==> config.mk <==
export PLATFORM = sky130hd
export DESIGN_NAME = serial_frame_ctrl_flat
export DESIGN_NICKNAME = d
export VERILOG_FILES = /design/src/rtl/serial_frame_if.sv /design/src/rtl/serial_frame_ctrl.sv /design/src/flat_wrapper.sv
export SDC_FILE = /design/constraint.sdc
export NUM_CORES = 1
export LEC_CHECK = 0
export BUFFER_PORTS_ARGS = -buffer_cell sky130_fd_sc_hd__buf_2
export CORE_MARGIN = 2
export CORE_UTILIZATION = 55
export DETAILED_ROUTE_END_ITERATION = 10
export PLACE_DENSITY = 0.77
export SYNTH_ARGS = -nofsm -noshare
export SYNTH_HDL_FRONTEND = slang
export SYNTH_SLANG_ARGS = --single-unit
==> constraint.sdc <==
create_clock -name clk -period 1.75 [get_ports clk]
set_input_delay 0.175 -clock clk [delete_from_list [all_inputs] [get_ports clk]]
set_output_delay 0.175 -clock clk [all_outputs]
set_load 0.005 [all_outputs]
==> src/rtl/serial_frame_if.sv <==
// Bit-strobe input and frame-status output bundle shared by serial_frame_ctrl and its client.
interface serial_frame_if #(
  parameter int LEN_W = 4
);
  logic             step_en;
  logic             ser_in;
  logic             ser_out;
  logic             ser_out_valid;
  logic             cnt_inc;
  logic             cnt_rst;
  logic             frame_done;
  logic             frame_err;
  logic             busy;
  logic [LEN_W-1:0] rem_cnt;

  modport master (
    output step_en, ser_in,
    input  ser_out, ser_out_valid, cnt_inc, cnt_rst, frame_done, frame_err, busy, rem_cnt
  );

  modport slave (
    input  step_en, ser_in,
    output ser_out, ser_out_valid, cnt_inc, cnt_rst, frame_done, frame_err, busy, rem_cnt
  );
endinterface

==> src/rtl/serial_frame_ctrl.sv <==
// Step-driven frame sequencer: header hunt, length field, payload pass-through, decade counter control.
// Optional macro FRAME_TIMEOUT_EN adds an idle-clock abort while in LEN/DATA.
module serial_frame_ctrl #(
  parameter int               HDR_W       = 3,
  parameter logic [HDR_W-1:0] HEADER      = 3'b101,
  parameter int               LEN_W       = 4,
  parameter int               MAX_LEN     = 9,
  parameter int               TIMEOUT_CYC = 50_000_000
) (
  input  logic         clk,
  input  logic         rst,
  serial_frame_if.slave sf
);

  localparam int               IDX_W    = $clog2(LEN_W + 1);
  localparam logic [IDX_W-1:0] LAST_IDX = IDX_W'(LEN_W - 1);
  localparam logic [LEN_W-1:0] MAX_L    = LEN_W'(MAX_LEN);

  if (MAX_LEN >= (1 << LEN_W) || MAX_LEN < 1 || TIMEOUT_CYC < 2) begin : g_param_chk
    $error("serial_frame_ctrl: illegal parameter combination");
  end

  typedef enum logic [1:0] {S_IDLE, S_LEN, S_DATA, S_DONE} state_t;

  state_t           state, state_nxt;
  logic [HDR_W-1:0] window, window_nxt, window_sh;
  logic [LEN_W-1:0] len_sr, len_nxt, len_sh;
  logic [LEN_W-1:0] rem, rem_nxt;
  logic [IDX_W-1:0] idx, idx_nxt;
  logic             ser_out_q, ser_out_nxt;
  logic             valid_q, valid_nxt;
  logic             inc_q, inc_nxt;
  logic             crst_q, crst_nxt;
  logic             done_q, done_nxt;
  logic             err_q, err_nxt;
  logic             busy_q, busy_nxt;

`ifdef FRAME_TIMEOUT_EN
  localparam int               TMO_W   = $clog2(TIMEOUT_CYC);
  localparam logic [TMO_W-1:0] TMO_MAX = TMO_W'(TIMEOUT_CYC - 1);
  logic [TMO_W-1:0] tmo, tmo_nxt;
`endif

  assign window_sh = {window[HDR_W-2:0], sf.ser_in};
  assign len_sh    = {len_sr[LEN_W-2:0], sf.ser_in};

  always_comb begin
    state_nxt   = state;
    window_nxt  = window;
    len_nxt     = len_sr;
    idx_nxt     = idx;
    rem_nxt     = rem;
    ser_out_nxt = ser_out_q;
    valid_nxt   = 1'b0;
    inc_nxt     = 1'b0;
    crst_nxt    = 1'b0;
    done_nxt    = 1'b0;
    err_nxt     = 1'b0;
`ifdef FRAME_TIMEOUT_EN
    tmo_nxt     = '0;
`endif

    case (state)
      S_IDLE: begin
        if (sf.step_en) begin
          window_nxt = window_sh;
          if (window_sh == HEADER) begin
            state_nxt = S_LEN;
            crst_nxt  = 1'b1;
            len_nxt   = '0;
            idx_nxt   = '0;
          end
        end
      end
      S_LEN: begin
        if (sf.step_en) begin
          len_nxt = len_sh;
          idx_nxt = idx + 1'b1;
          if (idx == LAST_IDX) begin
            if (len_sh == '0) begin
              state_nxt = S_DONE;
              done_nxt  = 1'b1;
            end else if (len_sh > MAX_L) begin
              // Stale header bits must not seed the next hunt.
              state_nxt  = S_IDLE;
              err_nxt    = 1'b1;
              window_nxt = '0;
            end else begin
              state_nxt = S_DATA;
              rem_nxt   = len_sh;
            end
          end
        end
      end
      S_DATA: begin
        if (sf.step_en) begin
          ser_out_nxt = sf.ser_in;
          valid_nxt   = 1'b1;
          inc_nxt     = 1'b1;
          rem_nxt     = rem - 1'b1;
          if (rem == LEN_W'(1)) begin
            state_nxt = S_DONE;
            done_nxt  = 1'b1;
          end
        end
      end
      S_DONE: begin
        // Any step landing here is intentionally discarded.
        window_nxt = '0;
        state_nxt  = S_IDLE;
      end
      default: state_nxt = S_IDLE;
    endcase

`ifdef FRAME_TIMEOUT_EN
    if ((state == S_LEN || state == S_DATA) && !sf.step_en) begin
      if (tmo == TMO_MAX) begin
        state_nxt  = S_IDLE;
        err_nxt    = 1'b1;
        window_nxt = '0;
        rem_nxt    = '0;
      end else begin
        tmo_nxt = tmo + 1'b1;
      end
    end
`endif

    busy_nxt = (state_nxt != S_IDLE);
  end

  always_ff @(posedge clk or negedge rst) begin
    if (!rst) begin
      state     <= S_IDLE;
      window    <= '0;
      len_sr    <= '0;
      idx       <= '0;
      rem       <= '0;
      ser_out_q <= 1'b0;
      valid_q   <= 1'b0;
      inc_q     <= 1'b0;
      crst_q    <= 1'b0;
      done_q    <= 1'b0;
      err_q     <= 1'b0;
      busy_q    <= 1'b0;
    end else begin
      state     <= state_nxt;
      window    <= window_nxt;
      len_sr    <= len_nxt;
      idx       <= idx_nxt;
      rem       <= rem_nxt;
      ser_out_q <= ser_out_nxt;
      valid_q   <= valid_nxt;
      inc_q     <= inc_nxt;
      crst_q    <= crst_nxt;
      done_q    <= done_nxt;
      err_q     <= err_nxt;
      busy_q    <= busy_nxt;
    end
  end

`ifdef FRAME_TIMEOUT_EN
  always_ff @(posedge clk or negedge rst) begin
    if (!rst) tmo <= '0;
    else      tmo <= tmo_nxt;
  end
`endif

  assign sf.ser_out       = ser_out_q;
  assign sf.ser_out_valid = valid_q;
  assign sf.cnt_inc       = inc_q;
  assign sf.cnt_rst       = crst_q;
  assign sf.frame_done    = done_q;
  assign sf.frame_err     = err_q;
  assign sf.busy          = busy_q;
  assign sf.rem_cnt       = rem;

endmodule

==> src/flat_wrapper.sv <==
// flat-port wrapper written by rule: the top's interface ports become plain ports
module serial_frame_ctrl_flat 
#(
  parameter int               HDR_W       = 3,
  parameter logic [HDR_W-1:0] HEADER      = 3'b101,
  parameter int               LEN_W       = 4,
  parameter int               MAX_LEN     = 9,
  parameter int               TIMEOUT_CYC = 50_000_000
)
  (clk, rst, sf_step_en, sf_ser_in, sf_ser_out, sf_ser_out_valid, sf_cnt_inc, sf_cnt_rst, sf_frame_done, sf_frame_err, sf_busy, sf_rem_cnt);
  serial_frame_if #(.LEN_W(LEN_W)) sf_i ();
  input  logic clk;
  input  logic rst;
  input wire logic [$bits(sf_i.step_en)-1:0] sf_step_en;
  input wire logic [$bits(sf_i.ser_in)-1:0] sf_ser_in;
  output wire logic [$bits(sf_i.ser_out)-1:0] sf_ser_out;
  output wire logic [$bits(sf_i.ser_out_valid)-1:0] sf_ser_out_valid;
  output wire logic [$bits(sf_i.cnt_inc)-1:0] sf_cnt_inc;
  output wire logic [$bits(sf_i.cnt_rst)-1:0] sf_cnt_rst;
  output wire logic [$bits(sf_i.frame_done)-1:0] sf_frame_done;
  output wire logic [$bits(sf_i.frame_err)-1:0] sf_frame_err;
  output wire logic [$bits(sf_i.busy)-1:0] sf_busy;
  output wire logic [$bits(sf_i.rem_cnt)-1:0] sf_rem_cnt;
  assign sf_i.step_en = sf_step_en;
  assign sf_i.ser_in = sf_ser_in;
  assign sf_ser_out = sf_i.ser_out;
  assign sf_ser_out_valid = sf_i.ser_out_valid;
  assign sf_cnt_inc = sf_i.cnt_inc;
  assign sf_cnt_rst = sf_i.cnt_rst;
  assign sf_frame_done = sf_i.frame_done;
  assign sf_frame_err = sf_i.frame_err;
  assign sf_busy = sf_i.busy;
  assign sf_rem_cnt = sf_i.rem_cnt;
  serial_frame_ctrl #(.HDR_W(HDR_W), .HEADER(HEADER), .LEN_W(LEN_W), .MAX_LEN(MAX_LEN), .TIMEOUT_CYC(TIMEOUT_CYC)) u_core (.clk(clk), .rst(rst), .sf(sf_i));
endmodule
Word level (Yosys, flattened, before mapping)
Index checks and enable logic that the tools add are counted.
Storage, ports and cells
  bits in registers: 20
  output and inout bits: 11
Operators by class
  add/subtract/negate cells: 2
  magnitude comparators: 1
  equal/unequal tests: 14
  mux-type cells: 45
  reductions and logical operators: 10
Operators with widths (number)
  $mux 2: 13
  $mux 4: 5
  $mux 3: 6
  $mux 1: 15
  $pmux 3 s2: 2
  $reduce_and 6->1: 2
  $ne 2x2->1 const B: 5
  $pmux 2 s4: 1
  $pmux 4 s2: 1
  $ne 2x1->1 const B: 3
  $pmux 2 s3: 1
  $reduce_bool 2->1: 3
  $eq 2x2->1 const B: 2
  $eq 4x1->1 const B: 1
  $gt 4x4->1 const B: 1
  $logic_not 4->1: 1
  $reduce_and 4->1: 1
  $sub 4x1->4 const B: 1
  $add 3x1->3 const B: 1
  $eq 3x2->1 const B: 1
  $eq 3x3->1 const B: 1
  $reduce_bool 3->1: 1
  $eq 2x1->1 const B: 1
  $logic_not 2->1: 1
  2 further kinds: 2

Logic depth before layout (Yosys ltp)
Gate-level depths: netlist of run 1.
  depth after elaboration: 7
  mapped depth: 7
  gate-level depth less buffers: 6

Worst setup path after synthesis of run 1
No wires, ideal clock.
  path type: register to register
  start: register u_core.state[1]
  end: register u_core.window[0]
  library setup time: 125 ps
  arrival time: 1472 ps
  setup slack: 154 ps
  stages on the path, launching flop included: 6
  cell sequence: dfrtp_1 inv_1 ha_1 nand3_1 o21ai_0 mux2_2
Between the ends
  longest elaborated chain between the ends: 3
  elaborated cells on any way between the ends: 11
  those cells by class: 7 x eq/ne; 1 x mux; 3 x reduce/logical
RTL lines
  from (decl): line serial_frame_ctrl.sv:25  | state_t state, state_nxt;
  from (signal assigned): line serial_frame_ctrl.sv:146  | state <= state_nxt;
  $eq 2x1->1, or another cell as far along: line serial_frame_ctrl.sv:63  | case (state)
  $ne 2x1->1 (no source line), or another cell as far along
  $reduce_and 6->1 (no source line)
  to (signal assigned): line serial_frame_ctrl.sv:147  | window <= window_nxt;
  to (decl): line serial_frame_ctrl.sv:26  | logic [HDR_W-1:0] window, window_nxt, window_sh;
Parallel ways exist; a longest one is shown, timed or not.
A chain may end at the register's enable or synchronous reset.

Worst setup path after layout of run 1
  start: register u_core.state[0]
  end: register u_core.window[1]
Same word-level chain as after synthesis.

==> impl_metrics.py, run 1 <==
metrics = {
    "detailed_routing": {
        "drc": 0,
        "wl_per_cell_um": 13.8,
        "vias": 881,
        "drtAntennaViolNets": 0,
        "wl_mm": 2.16,
        "drt-initial-drc-count": 22,
        "firstDrtPassIters": 4,
        "routed_via_density": 5.65,
    },
    "sta": {
        "report.final.slew_viol_count": 0,
        "fmax_mhz": 604,
        "relSlewSlack": 0.715,
        "final.period_utilization": 0.946,
        "holdWs_ns": 0.193,
        "fin_ws_ns": 0.0938,
        "setup-violations-final": 0,
        "fin_skew_ns": 0.00119,
        "tightest_slew_ns": 0.428,
        "hold_violations": 0,
        "min_period_ns": 1.66,
    },
    "outcome": {
        "status": "complete, no violations",
    },
    "global_routing": {
        "grt_overflow_total": 0,
        "antenna_found_initial": 0,
        "grt_max_degree": 21,
        "grt_usage": 0.207,
        "grt_pass1_vias": 815,
        "grt_pass1_wl_mm": 3.80,
    },
    "critical_path": {
        "worstSetupPathType": "flop to flop",
        "cp.arrival_ns": 1.85,
        "crit_fanout": 7,
        "end_kind": "flop",
        "cp_data_required_time_ns": 1.95,
        "worstSetupStartpointType": "flop",
    },
    "layout": {
        "layout.nets": 141,
        "diodes": 0,
        "layout-drive-gt1-share": 0.279,
        "fillers": 146,
        "finish.utilization": 0.681,
        "syn2layout_area_growth_pct": 19.3,
    },
    "floorplan": {
        "ios": 15,
        "dieArea_um2": 2370,
        "core_area_um2": 1920,
        "rows": 16,
        "fp.dieW_um": 48.7,
        "die_h_um": 48.7,
        "initial_utilization": 0.571,
    },
    "power_and_ir_drop": {
        "p_comb_frac": 0.501,
        "p_total_w": 0.00209,
        "vdd_drop_max_mv": 0.881,
        "switchingPower_w": 0.000817,
        "power.leakage_nw": 0.659,
        "p_per_area_nw_per_um2": 1600,
        "power_frac_clock": 0.129,
        "switching_share": 0.390,
        "seq_power_share": 0.370,
        "intPower_w": 0.00128,
    },
    "placement": {
        "io_buffers": 14,
        "gp_congestion": 0.894,
        "pre_cts_ws_ns": 0.0153,
        "hpwl_mm": 1.57,
    },
    "cts": {
        "clock_path_buffers": 2,
        "insertion_delay_ns": 0.30,
        "root_buffer": "clkbuf_4",
        "cts_tree": "built",
        "cts_buffers": 3,
        "cts.htree.levels": 1,
        "clock_sinks": 20,
        "path_clk_slew_ns": 0.11,
    },
    "logic_synthesis": {
        "synth_top_family_by_area": "compound AO/OA/AOI/OAI gates",
        "yosysTopAreaCell": "dfrtp_1",
        "synth-edff-count": 0,
        "synthMuxAreaShare": 0.0673,
        "synth_most_common_cell": "dfrtp_1",
        "synth_compound_area_frac": 0.208,
        "synth_xor_area_frac": 0,
        "synth_seq_cells": 20,
        "yosysSeqAreaShare": 0.456,
        "yosysWarnings": 0,
        "synthesis.area_um2": 1100,
        "synth_top_area_frac": 0.456,
        "syn_inst": 106,
        "netlist_top_cells_count": "20 x dfrtp_1, 12 x o21ai_0, 10 x inv_1, 7 x ha_1, 6 x nand2_1",
        "ys_async_sr_fraction": 1.00,
        "avgSynthCellArea_um2": 10.4,
        "yosys.area_share.simple": 0.140,
        "yosys-top-cells-area": "dfrtp_1 46%, ha_1 8.0%, o21ai_0 5.5%",
        "synth_fp_nets": 117,
        "synth_adder_area_share": 0.0798,
        "ys.flop_type": "dfrtp_1",
        "yosys.cell_types.count": 34,
    },
    "job": {
        "drv_cap": 0,
    },
    "worst_hold_path": {
        "hp-class": "input pin to flop",
    },
}
[logic make-up after synthesis]
| kind of cell | count (synthesis) |
|---|---|
| DFF | 20 |
| AOI/OAI and AO/OA | 32 |
| buffers and inverters | 13 |
| muxes | 7 |
| and+or+nand+nor | 27 |
| adders and majority gates | 7 |
[registers in the layout, indices dropped and copies added (netlist names)]
register and cells:
u_core.idx 3, u_core.len_sr 3, u_core.sf.busy 1, u_core.sf.cnt_rst 1
u_core.sf.frame_done 1, u_core.sf.frame_err 1, u_core.sf.rem_cnt 4, u_core.sf.ser_out 1
u_core.sf.ser_out_valid 1, u_core.state 2, u_core.window 2
[metal layers]
metal  GRT usage  share of wire  vias to the layer above  wire length [um]
li1            -              -                      432                 -
met1       0.278           0.48                      416              1030
met2       0.329           0.46                       29               999
met3      0.0401          0.046                        4                99
met4      0.0857          0.016                        0                34
met5           0              0                        -                 0
[placed cells by master, fill, tap and decap left out, types with 2 or more instances in the layout]
| cell type | instances |
|---|---|
| dfrtp_1 | 20 |
| buf_2 | 14 |
| o21ai_0 | 11 |
| inv_1 | 10 |
| buf_4 | 7 |
| nand2_1 | 6 |
| a22o_1 | 5 |
| nor2b_1 | 5 |
| ha_1 | 5 |
| mux2i_1 | 4 |
| nor2_1 | 4 |
| and3_1 | 3 |
| mux2_2 | 3 |
| clkbuf_4 | 3 |
| a21oi_1 | 2 |
| nand3_1 | 2 |
| a31oi_1 | 2 |
| ha_2 | 2 |
[area by class of cell]
type                       count  area [um^2]  share of cell area
multi-input combinational     73          568               0.434
inverter                      10         37.5              0.0287
timing repair buffer          22          133               0.101
tap                           27         33.8              0.0258
clock buffer                   4         36.3              0.0277
sequential                    20          500               0.382
[what timing repair did]
item	in CTS	in global routing
endpoints found under the setup margin	0	14
endpoints found under the hold margin	20	0
hold buffers	1	0
gates resized for setup	0	6
setup buffers	0	3
[power by group through the flow]
| stage | Sequential, W | Combinational, W | Clock [W] |
|---|---|---|---|
| after detailed placement | 0.000781 | 0.000944 | 0 |
| final | 0.000775 | 0.00105 | 0.000269 |
| after global placement | 0.000773 | 0.000932 | 0 |
| after global routing | 0.000802 | 0.00119 | 0.000294 |
| after floorplan | 0.000759 | 0.000697 | 0 |
| after CTS | 0.000769 | 0.000955 | 0.000276 |
[worst max-delay path, stage by stage, from the launching register on]
cell,delay [ns]
dfrtp_1,0.40
inv_1,0.09
ha_1,0.28
a211o_1,0.31
o21ai_1,0.11
mux2_2,0.36
[through the flow]
stage	setup TNS, ns	cell area, um^2	std cells
2_1_floorplan	0	1100	106
3_3_place_gp	0	1210	148
3_5_place_dp	0	1210	148
4_1_cts	0	1260	153
5_1_grt	-0.0188	1310	156
6_report	0	1310	156
[worst paths after layout]
path | start | end | slack [ns] | cells after the start
max in group asynchronous | rst | u_core.idx[1] | 1.13 | 2
max reg2reg | u_core.state[0] | u_core.window[1] | 0.09 | 5
min reg2reg | u_core.idx[0] | u_core.idx[0] | 0.52 | 1
min in group asynchronous | rst | u_core.sf.frame_done | 0.33 | 2
max | u_core.state[0] | u_core.window[1] | 0.09 | 5
min | sf_ser_in | u_core.len_sr[0] | 0.19 | 2
Power figures use the tool's default switching activity.
==> run 2: changes to the inputs <==
Settings changed: BUFFER_PORTS_ARGS -buffer_cell sky130_fd_sc_hd__buf_2 to -buffer_cell sky130_fd_sc_hd__buf_4, CAP_MARGIN set to 40, CORE_UTILIZATION 55 to 50, PLACE_DENSITY 0.77 to 0.74.
Clock period 1.75 ns to 1.45 ns, I/O delays scaled along.
==> run 2 against run 1 <==
The run now ends with negative setup slack left. Clock skew is 0.0076 ns higher. Clock-buffer cell count is 1 lower. Die area is 9.2% higher. Non-clock buffer count is 18 higher. Final area is 23% higher. Fmax is 5.5% higher. Combinational power is 93% higher. Flip-flop and latch count stayed put. Global-route usage is 1.7 points higher. Via count is 19% higher. Critical path type unchanged.
==> impl_metrics.py, run 2 (synthesized netlist as in run 1, its figures left out) <==
metrics = {
    "critical_path": {
        "r2r-start": "u_core.len_sr[0]",
        "cp.depth": 5,
        "cp.arrival_ns": 1.82,
        "crit_family": "simple AND/OR/NAND/NOR gates",
        "max_stage_delay_ns": 0.55,
        "worstSetupPathType": "flop to flop",
        "end_kind": "flop",
        "rrSetupSlack_ns": -0.12,
        "cp-startpoint": "u_core.len_sr[0]",
        "cp_data_required_time_ns": 1.70,
        "crit_fanout": 3,
        "reg2reg_depth": 5,
        "critical_path_buf_inv_count": 1,
        "timing.rr.end": "u_core.sf.rem_cnt[3]",
        "worstSetupStartpointType": "flop",
        "crit_chain": "or4_4 > buf_4 > a31oi_4 > o21ai_0 > o21ai_1",
        "endpoint": "u_core.sf.rem_cnt[3]",
        "crit_slowest_cell": "or4_4",
    },
    "layout": {
        "diodes": 0,
        "layout.nets": 159,
        "fillers": 118,
        "layout_commonest_cell": "buf_4",
        "largest_reg_flops": 4,
        "syn2layout_area_growth_pct": 46.4,
        "final_cell_mix": "38 x buf_4, 20 x dfrtp_1, 8 x inv_1, 8 x o21ai_0, 5 x a22o_1",
        "layout-drive-gt1-share": 0.449,
        "finish.utilization": 0.795,
    },
    "floorplan": {
        "ios": 15,
        "dieArea_um2": 2590,
        "core_area_um2": 2020,
        "rows": 16,
        "die_h_um": 50.8,
        "fp.dieW_um": 50.8,
        "initial_utilization": 0.543,
    },
    "global_routing": {
        "grt_pass1_wl_mm": 4.35,
        "grt_pass1_vias": 1000,
        "gr-max-usage-layer": "met2",
        "grt_usage": 0.224,
        "grt_use_met2": 0.373,
        "use_met3": 0.0322,
        "grt_overflow_total": 0,
        "grt_util_met1": 0.285,
        "grt_max_degree": 21,
        "antenna_found_initial": 0,
    },
    "sta": {
        "final.period_utilization": 1.08,
        "fin_ws_ns": -0.119,
        "report.final.slew_viol_count": 0,
        "setup-violations-final": 8,
        "relSlewSlack": 0.830,
        "fmax_mhz": 637,
        "hold_violations": 0,
        "tightest_slew_ns": 0.255,
        "rsz0062_at_grt": "true",
        "fin_skew_ns": 0.00879,
        "min_period_ns": 1.57,
    },
    "placement": {
        "hpwl_mm": 1.74,
        "io_buffers": 14,
        "pre_cts_ws_ns": -0.107,
        "gp_congestion": 0.885,
    },
    "detailed_routing": {
        "firstDrtPassIters": 4,
        "wl_per_cell_um": 17.0,
        "routed_via_density": 6.02,
        "wl_mm": 2.96,
        "vias": 1048,
        "drtAntennaViolNets": 0,
        "drc": 0,
        "drt-initial-drc-count": 37,
    },
    "outcome": {
        "status": "finished with violations",
        "violations": "negative setup slack",
    },
    "job": {
        "drv_cap": 0,
    },
    "cts": {
        "insertion_delay_ns": 0.31,
        "clock_sinks": 20,
        "cts.htree.levels": 1,
        "cts_buffers": 3,
        "path_clk_slew_ns": 0.12,
        "root_buffer": "clkbuf_4",
        "cts_tree": "built",
        "clock_path_buffers": 2,
    },
    "worst_hold_path": {
        "hp-class": "input pin to flop",
    },
    "power_and_ir_drop": {
        "vdd_drop_max_mv": 1.21,
        "p_per_area_nw_per_um2": 2120,
        "power.leakage_nw": 0.775,
    },
}
run 2: changes by cell type in the layout (fill, tap and decap cells not counted), moves of 3 or more:
cell	delta
buf_2	-14
buf_4	+31
o21ai_0	-3
ha_4	+3
run 2: final cells by class:
type / count / area, um^2 / share of cell area
inverter: 10 / 37.5 / 0.0234
timing repair buffer: 40 / 307 / 0.191
tap: 27 / 33.8 / 0.0210
multi-input combinational: 73 / 676 / 0.421
clock buffer: 3 / 22.5 / 0.0140
sequential: 20 / 500 / 0.312
clock inverter: 1 / 30.0 / 0.0187
run 2: timing repair:
item,CTS,global route
buffers inserted,2,6
gates resized for setup,9,14
pin swaps,3,6
setup endpoints to repair,12,14
hold buffers,1,0
endpoints found under the hold margin,20,0
run 2: metrics by stage:
stage	hold WS (ns)	power [W]	setup TNS [ns]	cells	area [um^2]
5_1_grt	0.153	0.00361	-0.991	174	1610
2_1_floorplan	-0.151	0.00184	-0.130	106	1130
3_5_place_dp	0.0347	0.00244	-0.828	161	1380
6_report	0.155	0.00340	-0.614	174	1610
3_3_place_gp	0.0313	0.00239	-0.456	161	1380
4_1_cts	0.149	0.00305	-0.131	168	1490
run 2: routing by layer:
| metal | wire (um) | share of wire |
|---|---|---|
| met1 | 1240 | 0.42 |
| met2 | 1410 | 0.48 |
| met3 | 205 | 0.069 |
| met4 | 102 | 0.034 |
| met5 | 0 | 0 |
run 2: worst min-delay path by stage:
stage | startpoint | end | cells past startpoint
2_1_floorplan | rst | u_core.idx[0] | 0
3_3_place_gp | rst | u_core.sf.rem_cnt[2] | 1
3_5_place_dp | rst | u_core.sf.rem_cnt[2] | 1
4_1_cts | sf_step_en | u_core.idx[0] | 2
5_1_grt | sf_step_en | u_core.idx[0] | 2
6_report | sf_step_en | u_core.idx[0] | 2
run 2: where the power goes:
group          switching [W]  internal [W]
clock               0.000175      0.000280
combinational       0.000944       0.00108
sequential          0.000159      0.000762
